===== src/rtl/pipe_shifter.sv =====
// rtl/pipe_shifter.sv - pipelined barrel shifter with valid/ready flow control (optional flags: PIPE_SHIFTER_FLAGS_EN)
`timescale 1ns/1ps
module pipe_shifter #(
    parameter int WIDTH  = 32,
    parameter int STAGES = 2
) (
    input  logic                       i_clk,
    input  logic                       i_rst_n,
    input  logic                       i_in_valid,
    output logic                       o_in_ready,
    input  logic [2:0]                 i_mode,
    input  logic [$clog2(WIDTH)-1:0]   i_sh_amt,
    input  logic [WIDTH-1:0]           i_d_in,
    output logic                       o_out_valid,
    input  logic                       i_out_ready,
    output logic [WIDTH-1:0]           o_d_out
`ifdef PIPE_SHIFTER_FLAGS_EN
    ,
    output logic                       o_z_out,
    output logic                       o_c_out
`endif
);

    localparam int SHW = $clog2(WIDTH);

    // Applies binary-weighted stages lo..hi (stage s has weight 2^(SHW-s), MSB first).
    function automatic logic [WIDTH-1:0] f_shift(
        input logic [WIDTH-1:0] d,
        input logic [2:0]       m,
        input logic [SHW-1:0]   a,
        input int               lo,
        input int               hi
    );
        logic [WIDTH-1:0] r;
        int               sh;
        r = d;
        for (int s = 1; s <= SHW; s++) begin
            sh = 1 << (SHW - s);
            if (s >= lo && s <= hi && a[SHW-s]) begin
                case (m)
                    3'b000:  r = r << sh;
                    3'b001:  r = r >> sh;
                    3'b010:  r = $signed(r) >>> sh;
                    3'b011:  r = (r << sh) | (r >> (WIDTH - sh));
                    3'b100:  r = (r >> sh) | (r << (WIDTH - sh));
                    default: r = r;
                endcase
            end
        end
        return r;
    endfunction

`ifdef PIPE_SHIFTER_FLAGS_EN
    // Last bit shifted out; for rotates it equals the bit that wrapped into the far end.
    function automatic logic f_carry(
        input logic [WIDTH-1:0] d,
        input logic [2:0]       m,
        input logic [SHW-1:0]   a
    );
        int   n;
        logic c;
        n = int'(a);
        c = 1'b0;
        if (n != 0) begin
            case (m)
                3'b000, 3'b011:         c = d[WIDTH-n];
                3'b001, 3'b010, 3'b100: c = d[n-1];
                default:                c = 1'b0;
            endcase
        end
        return c;
    endfunction
`endif

    // Index 0 is the input port; index j is slice j feeding slice j+1.
    logic [STAGES-1:0] w_src_vld;
    logic [WIDTH-1:0]  w_src_data [0:STAGES-1];
    logic [2:0]        w_src_mode [0:STAGES-1];
    logic [SHW-1:0]    w_src_amt  [0:STAGES-1];
    logic [STAGES:1]   w_vld;
    logic [STAGES:1]   w_acc;

    assign w_src_vld[0]  = i_in_valid;
    assign w_src_data[0] = i_d_in;
    assign w_src_mode[0] = i_mode;
    assign w_src_amt[0]  = i_sh_amt;
    assign o_in_ready    = w_acc[1];

`ifdef PIPE_SHIFTER_FLAGS_EN
    logic [STAGES-1:0] w_src_c;
    assign w_src_c[0] = f_carry(i_d_in, i_mode, i_sh_amt);
`endif

    for (genvar j = 1; j <= STAGES; j++) begin : g_slice
        localparam int LO = ((j - 1) * SHW + STAGES - 1) / STAGES + 1;
        localparam int HI = (j * SHW + STAGES - 1) / STAGES;

        logic             r_vld;
        logic [WIDTH-1:0] r_data;
        logic [WIDTH-1:0] w_nxt;
        logic             w_load;

        // A slice can take new data unless it and every slice after it are full and the output is stalled.
        assign w_acc[j] = !(&w_vld[STAGES:j]) || i_out_ready;
        assign w_nxt    = f_shift(w_src_data[j-1], w_src_mode[j-1], w_src_amt[j-1], LO, HI);
        assign w_load   = w_acc[j] && w_src_vld[j-1];
        assign w_vld[j] = r_vld;

        // Valid advances whenever the slice accepts, so an empty upstream drains it.
        always_ff @(posedge i_clk or negedge i_rst_n) begin
            if (!i_rst_n) r_vld <= 1'b0;
            else if (w_acc[j]) r_vld <= w_src_vld[j-1];
        end

        // Data only moves with a real transfer, keeping stalled output stable.
        always_ff @(posedge i_clk or negedge i_rst_n) begin
            if (!i_rst_n) r_data <= '0;
            else if (w_load) r_data <= w_nxt;
        end

`ifdef PIPE_SHIFTER_FLAGS_EN
        logic r_c;
        // Carry is resolved at the input and travels with its transaction.
        always_ff @(posedge i_clk or negedge i_rst_n) begin
            if (!i_rst_n) r_c <= 1'b0;
            else if (w_load) r_c <= w_src_c[j-1];
        end
`endif

        if (j < STAGES) begin : g_fwd
            logic [2:0]     r_mode;
            logic [SHW-1:0] r_amt;
            // Control for the stages still to be applied downstream.
            always_ff @(posedge i_clk or negedge i_rst_n) begin
                if (!i_rst_n) begin
                    r_mode <= '0;
                    r_amt  <= '0;
                end else if (w_load) begin
                    r_mode <= w_src_mode[j-1];
                    r_amt  <= w_src_amt[j-1];
                end
            end
            assign w_src_vld[j]  = r_vld;
            assign w_src_data[j] = r_data;
            assign w_src_mode[j] = r_mode;
            assign w_src_amt[j]  = r_amt;
`ifdef PIPE_SHIFTER_FLAGS_EN
            assign w_src_c[j]    = r_c;
`endif
        end else begin : g_out
            assign o_out_valid = r_vld;
            assign o_d_out     = r_data;
`ifdef PIPE_SHIFTER_FLAGS_EN
            logic r_z;
            // Zero flag is taken from the final shifted value as it enters the output register.
            always_ff @(posedge i_clk or negedge i_rst_n) begin
                if (!i_rst_n) r_z <= 1'b0;
                else if (w_load) r_z <= (w_nxt == '0);
            end
            assign o_z_out = r_z;
            assign o_c_out = r_c;
`endif
        end
    end

endmodule


===== config.mk =====
export PLATFORM = sky130hd
export DESIGN_NAME = pipe_shifter
export DESIGN_NICKNAME = d
export VERILOG_FILES = /design/src/rtl/pipe_shifter.sv
export SDC_FILE = /design/constraint.sdc
export NUM_CORES = 1
export LEC_CHECK = 0
export CAP_MARGIN = 20
export CORE_UTILIZATION = 55
export CTS_BUF_LIST = sky130_fd_sc_hd__clkbuf_16
export CTS_CLUSTER_DIAMETER = 50
export CTS_CLUSTER_SIZE = 30
export DETAILED_ROUTE_END_ITERATION = 16
export PLACE_DENSITY = 0.87
export SYNTH_ARGS = -nofsm -noshare
export SYNTH_HDL_FRONTEND = slang
export SYNTH_SLANG_ARGS = --single-unit
export TNS_END_PERCENT = 5

===== constraint.sdc =====
create_clock -name i_clk -period 4.4 [get_ports i_clk]
set_input_delay 0.88 -clock i_clk [delete_from_list [all_inputs] [get_ports i_clk]]
set_output_delay 0.88 -clock i_clk [all_outputs]
set_load 0.01 [all_outputs]

==> results of run 1 <==
[routing by layer]
layer / up-vias / track usage, % / wire length, µm
li1: 3784 / - / -
met1: 3909 / 50.6 / 10200
met2: 684 / 60.7 / 11300
met3: 126 / 8.55 / 2930
met4: 0 / 24.2 / 1530
met5: - / 0 / 0
[registers in the layout, indices dropped and copies added (netlist names)]
| signal | count |
|---|---|
| o_d_out | 32 |
| g_slice.g_fwd.r_amt | 2 |
| g_slice.r_vld | 1 |
| o_out_valid | 1 |
| g_slice.r_data | 32 |
| g_slice.g_fwd.r_mode | 3 |
[synth_stat cells (all sizes together), types with 3 or more instances]
cell type / number
a22oi: 51
a2bb2oi: 9
a211oi: 24
a211o: 3
nand2: 118
nor3: 11
a31oi: 10
mux2i: 40
o22ai: 29
and3: 4
buf: 49
nand2b: 15
nand3: 6
nand3b: 3
o221ai: 13
mux2: 5
o21ai: 179
nor2: 42
dfrtp: 71
o31ai: 6
o21a: 4
o211ai: 19
inv: 4
o32ai: 7
and2: 7
o221a: 8
o32a: 3
o2bb2ai: 5
clkbuf: 46
nor2b: 13
a21oi: 95
a21o: 5
a221oi: 11
nand4: 5
o211a: 8
[report_power, final]
part | switching, µW | total, µW | internal [µW] | leakage (µW)
clock network | 291 | 783 | 492 | 0.000149
registers | 225 | 1050 | 821 | 0.000840
logic | 840 | 1480 | 643 | 0.00213
[kinds of logic after synthesis]
group                    count (synthesis)
AO/OA/AOI/OAI                          507
AND/OR/NAND/NOR                        235
buffers and inverters                  100
flip-flops                              71
multiplexers                            47
XOR/XNOR                                 2
adder cells (fa/ha/maj)                  2
[worst min-delay path, cell delays in order (launching register included)]
cell	delay, ns
dfrtp_1	0.34
nand2_1	0.04
o21ai_0	0.06
[layout make-up]
class | instances | area share (%)
multi-input combinational | 793 | 59.8
sequential | 71 | 21.2
timing repair buffer | 114 | 12.5
clock buffer | 9 | 2.69
tap | 172 | 2.57
clock inverter | 6 | 1.02
inverter | 5 | 0.224
[per-stage QoR]
stage	std cells	setup slack [ns]	utilization (%)	power, µW	instance area [µm²]
floorplan	964	1.85	-	1910	7270
global placement	1155	0.463	63.2	2450	8070
detailed placement	1155	0.457	63.2	2480	8070
CTS	1170	0.806	65.6	3260	8380
global route	1170	0.633	65.6	3510	8380
finish	1170	0.702	65.6	3310	8380
[worst max path at each step]
stage	start	endpoint	slack, ns	cells after the start
global route	i_mode[1]	g_slice[1].r_data[25]	0.63	7
detailed placement	i_mode[1]	g_slice[1].r_data[25]	0.46	7
finish	i_mode[1]	g_slice[1].r_data[25]	0.70	7
CTS	i_mode[1]	g_slice[1].r_data[25]	0.81	7
floorplan	i_mode[0]	g_slice[1].r_data[2]	1.85	9
global placement	i_mode[1]	g_slice[1].r_data[25]	0.46	7
[placed cells by master (no fill, tap or decap), types with 6 or more instances in the layout]
cell | synthesis | final
nor3_1 | 10 | 10
dfrtp_1 | 71 | 71
nor2_1 | 40 | 39
o21ai_1 | 7 | 7
a22oi_1 | 49 | 49
a21oi_2 | 6 | 6
buf_4 | 10 | 36
o21ai_0 | 165 | 165
o21ai_2 | 6 | 6
o211ai_1 | 19 | 19
a2bb2oi_1 | 9 | 9
a211oi_1 | 20 | 20
clkbuf_16 | 0 | 9
o32ai_1 | 6 | 6
o221a_2 | 7 | 7
a21oi_1 | 86 | 86
o221ai_1 | 12 | 12
a221oi_1 | 10 | 10
a31oi_1 | 10 | 10
o211a_1 | 8 | 8
o31ai_1 | 6 | 6
nand2b_1 | 15 | 15
nor2b_1 | 12 | 12
nand3_1 | 6 | 6
mux2i_1 | 40 | 40
clkdlybuf4s50_1 | 0 | 75
nand2_1 | 118 | 118
o22ai_1 | 29 | 29
and2_1 | 6 | 7
==> results_dict.tcl, run 1 <==
set metrics [dict create \
    min_path_cells 2 \
    start_util_pct 56.9 \
    cts.clk_slew.worst_paths_ns 0.06 \
    synth.area.mux_share_pct 6.90 \
    gp_congestion 1.07 \
    async_flop_share_pct 100 \
    rsz0062_at_grt "false" \
    drv_slew 0 \
    multi_input_area_mm2 0.00501 \
    p_per_area_mw_per_mm2 395 \
    cpPeakStageDelay_ns 0.69 \
    hold_buffers 0 \
    grt_pass1_vias 7993 \
    drtIter0Drc 1537 \
    crit_chain "clkdlybuf4s50_1 -> or2_1 -> o21ai_2 -> nand2_1 -> o32ai_1 -> o221ai_1 -> o211a_1" \
    synthCells 964 \
    postRouteAntennaNets 0 \
    rows 41 \
    hold_ws_ns 0.473 \
    die_y_um 117 \
    layout.nets 1038 \
    drtPass1Iterations 6 \
    seq_area_frac_synth_pct 24.4 \
    required_ns 4.62 \
    slew_headroom_pct 40.3 \
    hp-start "o_d_out[1]" \
    synth.largest_area_cell "dfrtp_1" \
    endpoint_kind "flip-flop" \
    fin_crit_sh_pct 84.0 \
    synth-adder-area-share_pct 0.275 \
    final.setup.tns_ns 0 \
    r2r_setup_slack_ns 1.67 \
    hold_end "o_d_out[1]" \
    ys_warn_count 0 \
    synth_top_family_by_area "compound AO/OA/AOI/OAI gates" \
    cts.repair.resized 0 \
    vias 8503 \
    slowest_stage "clkdlybuf4s50_1" \
    grt_max_degree 63 \
    max_freq_ghz 0.270 \
    final.min_clock_period_ns 3.70 \
    synth-simple-area-share_pct 15.0 \
    synth_area_mm2 0.00727 \
    synth_compound_area_share_pct 46.3 \
    timing.critical_path.buf_inv 1 \
    reg2reg_to "o_d_out[27]" \
    crit_family "compound AO/OA/AOI/OAI gates" \
    setup_viol 0 \
    core-area_mm2 0.0128 \
    peakVddDrop_mv 0.212 \
    clock-skew-final_ns 0.00836 \
    insertion_delay_ns 0.33 \
    syn_nets 1008 \
    ys_ff_latch 71 \
    dpl.hpwl_mm 18.5 \
    drive_gt1_share_pct 10.1 \
    synth_flop_cell "dfrtp_1" \
    area_growth_pct 15.2 \
    critPathKind "input pin to flip-flop" \
    fp.dieArea_mm2 0.0137 \
    yosysTopAreaCellShare_pct 24.4 \
    die_x_um 117 \
    rr_worst_depth 7 \
    worst_pin_slew_ns 0.895 \
    cts_tree "done" \
    synth_xor_area_share_pct 0.344 \
    cts_made_buffers 9 \
    maxCapViolCount 0 \
    track_usage_pct 39.4 \
    p_leak_uw 0.00311 \
    io_pins 78 \
    status "finished, final reports clean" \
    antenna_found_initial 0 \
    crit_path_max_fanout 18 \
    crit-reg2reg-launch "g_slice[1].g_fwd.r_mode[0]" \
    antenna_cells 0 \
    io_buffers 77 \
    start_kind "input pin" \
    routed_wl_mm 25.9 \
    cts.sink_count 71 \
    synthTopCellsByArea "dfrtp_1 24%, o21ai_0 11%, nand2_1 6.1%" \
    wire_per_inst_um 22.2 \
    drc 0 \
    grt_pass1_wl_mm 41.9 \
    htreeDepth 3 \
    synth_area_per_cell_um2 7.55 \
    synth.distinct_cells 83 \
    fill_cells 1085 \
    finalHoldViolations 0 \
    ctsLongestPathBuffers 2 \
    synth_edf_count 0 \
    drt-vias-per-instance 7.27 \
    cp.arrival_ns 3.92 \
    globalRoute.totalOverflow 0 \
    hp-class "flip-flop to flip-flop" \
    cts_root_buf "clkbuf_16" \
    postCtsSetupBuffers 0 \
    ff_latch_area_mm2 0.00178 \
]
Note: power is estimated with default switching activity, not from simulation.
==> inputs of run 2 (changes only) <==
==> constraint.sdc (replaced) <==
create_clock -name i_clk -period 3.5 [get_ports i_clk]
set_input_delay 0.7 -clock i_clk [delete_from_list [all_inputs] [get_ports i_clk]]
set_output_delay 0.7 -clock i_clk [all_outputs]
set_load 0.01 [all_outputs]
==> results_dict.tcl, run 2 (synthesis gave the netlist of run 1 again) <==
set metrics [dict create \
    status "finished, final reports clean" \
    drt-vias-per-instance 7.24 \
    cts_made_buffers 9 \
    vias 8604 \
    gp_congestion 1.00 \
    die_y_um 117 \
    worst_pin_slew_ns 0.924 \
    die_x_um 117 \
    use_met1_pct 52.0 \
    slew_headroom_pct 38.4 \
    crit-reg2reg-launch "g_slice[1].g_fwd.r_mode[0]" \
    cp.arrival_ns 3.36 \
    endpoint_kind "flip-flop" \
    drtPass1Iterations 6 \
    place_inst 1172 \
    total_power_uw 4260 \
    peakVddDrop_mv 0.298 \
    antenna_found_initial 0 \
    fp.dieArea_mm2 0.0137 \
    final.setup.tns_ns 0 \
    routed_wl_mm 25.7 \
    cts.sink_count 71 \
    pre_cts_slack_ns 0.129 \
    grt_pass1_wl_mm 41.3 \
    dpl.hpwl_mm 18.3 \
    postCtsSetupBuffers 0 \
    cts.repair.resized 0 \
    rsz0062_at_grt "false" \
    drive_gt1_share_pct 11.7 \
    maxCapViolCount 0 \
    p_per_area_mw_per_mm2 497 \
    insertion_delay_ns 0.34 \
    grt_max_degree 72 \
    start_util_pct 56.9 \
    rows 41 \
    drc 0 \
    gr-usage-met3_pct 7.83 \
    max_freq_ghz 0.319 \
    io_buffers 77 \
    most-common-layout-cells "165 x o21ai_0, 118 x nand2_1, 86 x a21oi_1, 75 x clkdlybuf4s50_1, 71 x dfrtp_1" \
    setup_slack_ns 0.369 \
    core-area_mm2 0.0128 \
    wire_per_inst_um 21.7 \
    p_leak_uw 0.00323 \
    ff_latch_area_mm2 0.00178 \
    setup_viol 0 \
    multi_input_area_mm2 0.00501 \
    cts_tree "done" \
    final_common_cell "o21ai_0" \
    htreeDepth 3 \
    io_pins 78 \
    final_core_util_pct 67.1 \
    stdcell_count 1188 \
    cts.clk_slew.worst_paths_ns 0.06 \
    crit_start "i_mode[1]" \
    layout.nets 1055 \
    cts_root_buf "clkbuf_16" \
    postRouteAntennaNets 0 \
    area_growth_pct 17.9 \
    globalRoute.totalOverflow 0 \
    critPathKind "input pin to flip-flop" \
    drtIter0Drc 1461 \
    drv_slew 0 \
    fin_crit_sh_pct 89.5 \
    ctsLongestPathBuffers 2 \
    required_ns 3.73 \
    hp-class "input pin to async pin" \
    clock-skew-final_ns 0.0117 \
    track_usage_pct 39.1 \
    start_kind "input pin" \
    finalHoldViolations 0 \
    grt_pass1_vias 7714 \
    final.min_clock_period_ns 3.13 \
    antenna_cells 0 \
    hold_buffers 0 \
    busiest_layer "met2" \
    use_met2_pct 61.5 \
    crit_path_max_fanout 20 \
    fill_cells 1067 \
]
## run 2: final cells by class
type	instances	share of cell area, %
multi-input cells	793	58.4
inverters	5	0.219
flip-flops and latches	71	20.7
clock buffers	9	2.63
clock inverters	7	1.31
well taps	172	2.51
repair buffers	131	14.2
## run 2: critical path: stages
cell             delay [ns]
clkdlybuf4s50_1        0.51
buf_12                 0.21
o21ai_4                0.14
and2_1                 0.66
o21ai_0                0.20
o221ai_1               0.58
nor2_1                 0.08
a211o_1                0.28
## run 2: report_power, final
| part | internal [µW] | switching (µW) |
|---|---|---|
| clock | 692 | 359 |
| sequential | 1030 | 273 |
| combinational | 836 | 1070 |
## run 2: layer usage
layer  part of all wire, %  vias up
li1                      -     3816
met1                    39     3974
met2                    45      697
met3                    12      117
met4                   4.0        0
met5                     0        -
## run 2: path summary, 6_finish.rpt
kind / end / slack, ns / cells after the start
setup / recovery: g_slice[1].r_data[1] / 0.37 / 8
hold / removal: g_slice[1].g_fwd.r_mode[2] / 0.39 / 2
setup reg to reg: o_d_out[31] / 0.75 / 7
hold reg to reg: o_d_out[1] / 0.47 / 2
max in group asynchronous: g_slice[1].r_data[25] / 2.82 / 2
min in group i_clk: o_d_out[1] / 0.47 / 2
## run 2: stage by stage
stage / instance area (µm²) / hold WS [ns]
floorplan: 7270 / 0.404
global placement: 8240 / 0.460
detailed placement: 8240 / 0.470
CTS: 8570 / 0.394
global route: 8570 / 0.419
finish: 8570 / 0.386
==> inputs of run 3 (changes only) <==
==> constraint.sdc (replaced) <==
create_clock -name i_clk -period 2.9 [get_ports i_clk]
set_input_delay 0.58 -clock i_clk [delete_from_list [all_inputs] [get_ports i_clk]]
set_output_delay 0.58 -clock i_clk [all_outputs]
set_load 0.01 [all_outputs]
==> results_dict.tcl, run 3 (synthesis gave the netlist of run 1 again) <==
set metrics [dict create \
    die_x_um 117 \
    stdcell_area_mm2 0.00913 \
    grt_pass1_vias 8089 \
    grt_pass1_wl_mm 42.9 \
    cp.arrival_ns 3.01 \
    final.min_clock_period_ns 2.79 \
    r2r_setup_slack_ns 0.42 \
    setup_slack_ns 0.113 \
    wl_met3_mm 3.33 \
    start_kind "input pin" \
    p_sw_uw 2100 \
    pre_cts_slack_ns -0.233 \
    cpPeakStageDelay_ns 0.40 \
    peakVddDrop_mv 0.305 \
    maxCapViolCount 0 \
    antenna_found_initial 1 \
    layout.nets 1123 \
    cts_tree "done" \
    crit_chain "clkdlybuf4s50_1 -> buf_4 -> buf_4 -> and2_1 -> o21ai_2 -> buf_4 -> a211oi_1 -> o32ai_1 -> buf_4 -> o32ai_1 -> a211o_1" \
    p_per_area_mw_per_mm2 551 \
    p_comb_share_pct 48.4 \
    dpl.hpwl_mm 19.6 \
    routed_wl_mm 27.0 \
    core-area_mm2 0.0128 \
    required_ns 3.12 \
    path_common_cell "buf_4" \
    globalRoute.totalOverflow 0 \
    endpoint_kind "flip-flop" \
    drtPass1Iterations 6 \
    timing.critical_path.buf_inv 5 \
    switching_share_pct 41.7 \
    max_freq_ghz 0.359 \
    cts_made_buffers 9 \
    final.setup.tns_ns 0 \
    setup_viol 0 \
    area_growth_pct 25.4 \
    place_area_mm2 0.00885 \
    most-common-layout-cells "165 x o21ai_0, 118 x nand2_1, 110 x buf_4, 86 x a21oi_1, 75 x clkdlybuf4s50_1" \
    cts.clk_slew.worst_paths_ns 0.06 \
    topRoutingLayerUsed "met4" \
    finalHoldViolations 0 \
    insertion_delay_ns 0.34 \
    slew_headroom_pct 41.5 \
    worst_pin_slew_ns 0.875 \
    critPathKind "input pin to flip-flop" \
    grt_max_degree 56 \
    io_buffers 77 \
    wire_per_inst_um 21.5 \
    gp_congestion 1.04 \
    crit_family "buffers and inverters" \
    slowest_stage "clkdlybuf4s50_1" \
    fill_cells 1014 \
    drv_slew 0 \
    route.met2.wl_mm 12.1 \
    rsz0062_at_grt "false" \
    drive_gt1_share_pct 17.3 \
    clock_power_share_pct 20.0 \
    route.layer.met1.wl_mm 10.5 \
    drtIter0Drc 2027 \
    drt-vias-per-instance 7.04 \
    p_leak_uw 0.00355 \
    clock-skew-final_ns 0.00647 \
    fin_crit_sh_pct 96.1 \
    io_pins 78 \
    track_usage_pct 40.7 \
    drc 0 \
    postRouteAntennaNets 0 \
    cts.sink_count 71 \
    status "finished, final reports clean" \
    die_y_um 117 \
    hp-class "input pin to async pin" \
    crit_path_max_fanout 7 \
    cts_root_buf "clkbuf_16" \
    fp.dieArea_mm2 0.0137 \
    start_util_pct 56.9 \
    antenna_cells 0 \
    ctsLongestPathBuffers 2 \
    postCtsSetupBuffers 0 \
    final_common_cell "o21ai_0" \
    p_int_uw 2930 \
    htreeDepth 3 \
    rows 41 \
    seqPwrFrac_pct 31.5 \
    vias 8847 \
]
-- run 3: worst paths after layout --
kind	start	to	cells past startpoint
hold / removal	i_rst_n	o_d_out[30]	1
setup reg to reg	g_slice[1].g_fwd.r_mode[0]	o_d_out[15]	5
setup / recovery	i_mode[0]	g_slice[1].r_data[1]	11
hold reg to reg	o_d_out[1]	o_d_out[1]	2
max in group asynchronous	i_rst_n	o_d_out[21]	2
min in group i_clk	o_d_out[1]	o_d_out[1]	2
-- run 3: timing repair --
action,in CTS,in global routing
gates resized for setup,0,2
endpoints found under the setup margin,0,2
endpoints found under the hold margin,0,0
hold buffers,0,0
-- run 3: final cells by class --
class / instances / area, µm² / area share [%]
Clock buffer: 9 / 225 / 2.47
Sequential cell: 71 / 1780 / 19.5
Tap cell: 172 / 215 / 2.36
Timing Repair Buffer: 199 / 1830 / 20.0
Clock inverter: 7 / 40.0 / 0.439
Inverter: 5 / 18.8 / 0.206
Multi-Input combinational cell: 793 / 5020 / 55.0
-- run 3: through the flow --
stage	util (%)	power, µW	instances	hold WS [ns]
after CTS	71.3	4950	1256	0.308
after global placement	69.3	3880	1240	0.460
after global routing	71.4	5310	1256	0.347
final	71.4	5030	1256	0.294
after floorplan	-	2910	964	0.284
after detailed placement	69.3	3940	1240	0.469
-- run 3: power by group through the flow --
stage	clock [µW]	combinational, µW	sequential, µW
after global routing	1050	2640	1620
final	1010	2440	1580
after global placement	0	2320	1560
after detailed placement	0	2360	1580
after CTS	1010	2380	1570
after floorplan	0	1370	1540
-- run 3: layer usage --
| layer | up-vias | track usage [%] |
|---|---|---|
| met5 | - | 0 |
| met4 | 0 | 18.4 |
| met3 | 120 | 10.1 |
| met2 | 732 | 63.4 |
| met1 | 4043 | 53.3 |
| li1 | 3952 | - |
